===== src/rtl/uart_receiver.sv =====
// 8N1 UART receiver: 4x-oversampled by a free-running baud-tick prescaler.
// Each received byte is held on a level valid/ack interface; the block also flags overruns and framing errors.
module uart_receiver #(
  parameter logic [19:0] BAUDRATE_COUNTER = 20'd108
) (
  input  logic       iCLOCK,
  input  logic       inRESET,
  input  logic       iRESET_SYNC,
  input  logic       iUART_RXD,
  output logic       oRX_VALID,
  output logic [7:0] oRX_DATA,
  input  logic       iRX_ACK,
  output logic       oRX_OVERRUN,
  output logic       oRX_FRAME_ERR,
  output logic       oRX_BUSY
);

  localparam logic [2:0] S_IDLE  = 3'd0;
  localparam logic [2:0] S_START = 3'd1;
  localparam logic [2:0] S_DATA  = 3'd2;
  localparam logic [2:0] S_STOP  = 3'd3;
  localparam logic [2:0] S_BREAK = 3'd4;

  logic        rxd_meta_q, rxd_s_q;
  logic [19:0] presc_q, presc_d;
  logic        tick;
  logic [2:0]  state_q, state_d;
  logic [1:0]  sub_q, sub_d;
  logic [2:0]  bit_q, bit_d;
  logic [7:0]  shreg_q, shreg_d;
  logic        deliver_q, deliver_d;
  logic        ferr_q, ferr_d;
  logic        valid_q, valid_d;
  logic [7:0]  data_q, data_d;
  logic        ovr_q, ovr_d;

  always_comb begin
    tick    = (presc_q == BAUDRATE_COUNTER);
    presc_d = tick ? 20'd0 : presc_q + 20'd1;
  end

  // NOTE: every signal assigned here gets a default first, so no path can infer a latch.
  always_comb begin
    state_d   = state_q;
    sub_d     = sub_q;
    bit_d     = bit_q;
    shreg_d   = shreg_q;
    deliver_d = 1'b0;
    ferr_d    = 1'b0;
    if (tick) begin
      case (state_q)
        S_IDLE: begin
          if (!rxd_s_q) begin
            state_d = S_START;
            sub_d   = 2'd0;
          end
        end
        S_START: begin
          if (sub_q == 2'd1) begin
            if (rxd_s_q) begin
              state_d = S_IDLE;
            end else begin
              state_d = S_DATA;
              sub_d   = 2'd0;
              bit_d   = 3'd0;
            end
          end else begin
            sub_d = sub_q + 2'd1;
          end
        end
        S_DATA: begin
          // sub wraps 3->0, so the first STOP sample lands a full bit time later.
          sub_d = sub_q + 2'd1;
          if (sub_q == 2'd3) begin
            shreg_d = {rxd_s_q, shreg_q[7:1]};
            if (bit_q == 3'd7) state_d = S_STOP;
            else               bit_d   = bit_q + 3'd1;
          end
        end
        S_STOP: begin
          sub_d = sub_q + 2'd1;
          if (sub_q == 2'd3) begin
            if (rxd_s_q) begin
              deliver_d = 1'b1;
              state_d   = S_IDLE;
            end else begin
              ferr_d  = 1'b1;
              state_d = S_BREAK;
            end
          end
        end
        S_BREAK: begin
          if (rxd_s_q) state_d = S_IDLE;
        end
        default: state_d = S_IDLE;
      endcase
    end
  end

  // A coinciding ACK frees the holding register for the new byte and clears any overrun.
  always_comb begin
    valid_d = valid_q;
    data_d  = data_q;
    ovr_d   = ovr_q;
    if (deliver_q) begin
      if (!valid_q || iRX_ACK) begin
        data_d  = shreg_q;
        valid_d = 1'b1;
        if (iRX_ACK) ovr_d = 1'b0;
      end else begin
        ovr_d = 1'b1;
      end
    end else if (iRX_ACK && valid_q) begin
      valid_d = 1'b0;
      ovr_d   = 1'b0;
    end
  end

  // NOTE: state is updated with non-blocking assignments so every flop sees pre-edge values.
  always_ff @(posedge iCLOCK or negedge inRESET) begin
    if (!inRESET) begin
      rxd_meta_q <= 1'b1;
      rxd_s_q    <= 1'b1;
      presc_q    <= 20'd0;
      state_q    <= S_IDLE;
      sub_q      <= 2'd0;
      bit_q      <= 3'd0;
      shreg_q    <= 8'd0;
      deliver_q  <= 1'b0;
      ferr_q     <= 1'b0;
      valid_q    <= 1'b0;
      data_q     <= 8'd0;
      ovr_q      <= 1'b0;
    end else if (iRESET_SYNC) begin
      rxd_meta_q <= 1'b1;
      rxd_s_q    <= 1'b1;
      presc_q    <= 20'd0;
      state_q    <= S_IDLE;
      sub_q      <= 2'd0;
      bit_q      <= 3'd0;
      shreg_q    <= 8'd0;
      deliver_q  <= 1'b0;
      ferr_q     <= 1'b0;
      valid_q    <= 1'b0;
      data_q     <= 8'd0;
      ovr_q      <= 1'b0;
    end else begin
      rxd_meta_q <= iUART_RXD;
      rxd_s_q    <= rxd_meta_q;
      presc_q    <= presc_d;
      state_q    <= state_d;
      sub_q      <= sub_d;
      bit_q      <= bit_d;
      shreg_q    <= shreg_d;
      deliver_q  <= deliver_d;
      ferr_q     <= ferr_d;
      valid_q    <= valid_d;
      data_q     <= data_d;
      ovr_q      <= ovr_d;
    end
  end

  assign oRX_VALID     = valid_q;
  assign oRX_DATA      = data_q;
  assign oRX_OVERRUN   = ovr_q;
  assign oRX_FRAME_ERR = ferr_q;
  assign oRX_BUSY      = (state_q != S_IDLE);

endmodule


===== config.mk =====
export PLATFORM = sky130hd
export DESIGN_NAME = uart_receiver
export DESIGN_NICKNAME = d
export VERILOG_FILES = /design/src/rtl/uart_receiver.sv
export SDC_FILE = /design/constraint.sdc
export NUM_CORES = 1
export LEC_CHECK = 0
export CORE_ASPECT_RATIO = 1.4
export CORE_MARGIN = 2
export CORE_UTILIZATION = 50
export CTS_CLUSTER_DIAMETER = 60
export DETAILED_ROUTE_END_ITERATION = 8
export GPL_TIMING_DRIVEN = 0
export PLACE_DENSITY = 0.66
export SYNTH_ARGS = -nofsm -noshare
export SYNTH_HDL_FRONTEND = slang
export SYNTH_SLANG_ARGS = --single-unit

===== constraint.sdc =====
create_clock -name iCLOCK -period 2.79 [get_ports iCLOCK]
set_input_delay 0.558 -clock iCLOCK [delete_from_list [all_inputs] [get_ports iCLOCK]]
set_output_delay 0.558 -clock iCLOCK [all_outputs]
set_load 0.005 [all_outputs]

==> impl_metrics.json <==
{
  "start_util_pct": 51.4,
  "ys.flop_type": "dfrtp_1",
  "wl_per_cell_um": 13.6,
  "cpPeakStageDelay_ns": 0.50,
  "cts_inserted_buffers": 5,
  "leakage_nw": 1.23,
  "cap_violations": 0,
  "drc": 0,
  "h-tree-depth": 2,
  "slew_headroom_pct": 51.4,
  "core_um2": 4770,
  "postSynthAreaPerCell_um2": 10.3,
  "crit_type": "flip-flop to primary output",
  "drive_gt1_share_pct": 9.54,
  "use_met2_pct": 29.9,
  "clock.fmax_mhz": 437,
  "dp_hpwl_um": 3170,
  "synth_seq_cells": 50,
  "start_kind": "flip-flop",
  "io_pins": 17,
  "vias": 1722,
  "place_congestion": 0.862,
  "wirelength_um": 4430,
  "syn_nets": 248,
  "multi_input_area_um2": 1120,
  "finalPower_mw": 1.21,
  "syn2layout_area_growth_pct": 14.1,
  "period_minus_slack_ns": 2.29,
  "grt_max_degree": 34,
  "rr_endpoint": "bit_q[0]",
  "ir_worst_vdd_mv": 0.321,
  "synth_edf_count": 0,
  "rr_startpoint": "presc_q[15]",
  "setup_viol": 0,
  "r2r_slack_ns": 0.64,
  "clock-sinks": 50,
  "antenna_found_initial": 0,
  "first_iter_violations": 97,
  "antenna_left": 0,
  "end_kind": "primary output",
  "yosysSeqAreaShare_pct": 51.2,
  "postSynthCellCount": 237,
  "final_cells": 326,
  "clk_pin_slew_worst_paths_ns": 0.09,
  "firstDrtPassIters": 4,
  "rsz0062_at_grt": "false",
  "critPathMaxFanout": 10,
  "synthArstFlopShare_pct": 100,
  "fin_nets": 272,
  "grt_pass1_vias": 1647,
  "status": "complete, no violations",
  "dp.cells": 318,
  "clock_skew_ns": 0.00625,
  "diodes": 0,
  "clockBufferDepth": 2,
  "portBuffers": 16,
  "grt_usage_pct": 18.2,
  "r2r_cells": 6,
  "fp.dieH_um": 86.8,
  "die_area_um2": 5480,
  "cts_hold_buf": 0,
  "ctsResizeCount": 0,
  "fill_cells": 444,
  "use_met3_pct": 4.03,
  "root_buffer": "clkbuf_8",
  "postCtsSetupBuffers": 0,
  "viasPerCell": 5.28,
  "clk-insertion-delay-late_ns": 0.30,
  "crit_chain": "clkbuf_1 -> nor2_1 -> nand2_1 -> clkdlybuf4s50_1",
  "netlist_area_um2": 2450,
  "regArea_um2": 1250,
  "grt_remaining_overflow": 0,
  "required_ns": 2.23,
  "cts_tree": "yes",
  "power.density_cell_area_nw_per_um2": 433,
  "synth.distinct_cells": 41,
  "grt_first_pass_wirelength_um": 7750,
  "die_width_um": 63.2,
  "hp-class": "primary input to async pin",
  "fin_crit_sh_pct": 82.0,
  "cp_slowest_cell": "clkdlybuf4s50_1",
  "busiest_layer": "met2",
  "worst_pin_slew_ns": 0.724,
  "yosys_warnings": 0,
  "global_route.usage.met1_pct": 23.0,
  "drv_slew": 0,
  "rows": 30,
  "cp_data_arrival_time_ns": 1.73,
  "hold_viol": 0
}
[final cells by class]
cell class,instances,share of cell area (%)
Sequential cell,50,44.9
Multi-Input combinational cell,169,40.0
Timing Repair Buffer,17,6.27
Tap cell,64,2.86
Clock buffer,5,2.46
Buffer,9,1.57
Inverter,9,1.21
Clock inverter,3,0.761
[layout by cell type, fill, tap and decap left out, drive strengths merged, types with 2 or more instances in the layout]
cell           instances
a21oi                  4
and3                   2
buf                    5
clkbuf                11
clkdlybuf4s50         15
clkinv                 2
dfrtp                 48
dfstp                  2
ha                     6
inv                    9
mux2i                 18
nand2                 10
nand2b                 5
nand3                 10
nand4                  6
nor2                  48
nor2b                  2
nor3                   8
nor4                   7
o21ai                  6
or2                    2
or3                    2
or3b                   2
xnor2                 11
xor2                   8
[state kept, by name, summed over array words and instances, names as in the netlist]
signal	cells
oRX_DATA	8
bit_q	3
rxd_s_q	1
oRX_VALID	1
deliver_q	1
shreg_q	8
presc_q	20
oRX_FRAME_ERR	1
oRX_OVERRUN	1
rxd_meta_q	1
state_q	3
sub_q	2
[cell families after synthesis]
kind of cell               synth area share (%)
AOI/OAI and AO/OA                          4.85
DFF                                        51.2
buffers and inverters                      3.17
xor gates and xnor gates                   6.79
adders and majority gates                  3.06
muxes                                      7.97
and+or+nand+nor                            23.0
[worst max-delay path by stage]
stage                     startpoint  depth (start not counted)          end  slack, ns
after detailed placement     iRX_ACK                          6  oRX_DATA[1]       0.55
after CTS                 state_q[0]                          4     oRX_BUSY       0.50
after floorplan           presc_q[9]                          6     bit_q[0]       0.79
final                     state_q[0]                          4     oRX_BUSY       0.50
after global placement       inRESET                          1   state_q[2]      -0.31
after global routing      state_q[0]                          4     oRX_BUSY       0.37
[synth_stat cells, drive strengths merged (2+ instances only)]
cell type | n | area, µm²
dfrtp | 48 | 1200
nor2 | 48 | 180
mux2i | 18 | 180
xnor2 | 11 | 96.3
nand2 | 10 | 37.5
nand3 | 10 | 55.1
inv | 9 | 33.8
nor3 | 8 | 51.3
xor2 | 8 | 70.1
nor4 | 7 | 86.3
clkbuf | 6 | 22.5
ha | 6 | 75.1
nand4 | 6 | 37.5
o21ai | 6 | 30.0
nand2b | 5 | 31.3
a21oi | 4 | 20.0
buf | 3 | 21.3
and3 | 2 | 12.5
dfstp | 2 | 52.6
nor2b | 2 | 12.5
or2 | 2 | 12.5
or3 | 2 | 12.5
or3b | 2 | 17.5
[critical path: cells and delay by family, from the launching register on]
kind,cells,cell delay [ns]
buffers and inverters,2,0.81
flip-flops,1,0.36
AND/OR/NAND/NOR,2,0.26
[metal layers]
metal  routed length, µm  vias up
met1                2020      833
met2                2200       32
met5                   0        -
met4                  74        0
met3                 131        6
li1                    -      851
[power breakdown]
group | switching [mW] | total, mW | internal, mW
combinational | 0.0372 | 0.0548 | 0.0177
clock | 0.242 | 0.419 | 0.176
sequential | 0.00580 | 0.736 | 0.730
[per-stage QoR]
step           hold WS [ns]  TNS, ns  worst slack, ns  area (µm²)  util, %
5_1_grt               0.200        0            0.373        2800     58.6
6_report              0.192        0            0.502        2800     58.6
3_3_place_gp          0.500   -14.67           -0.309        2690     56.4
3_5_place_dp          0.503        0            0.551        2710     56.7
2_1_floorplan         0.262        0            0.787        2450        -
4_1_cts               0.193        0            0.505        2800     58.6
No activity file was read; power rests on OpenSTA's default activity.
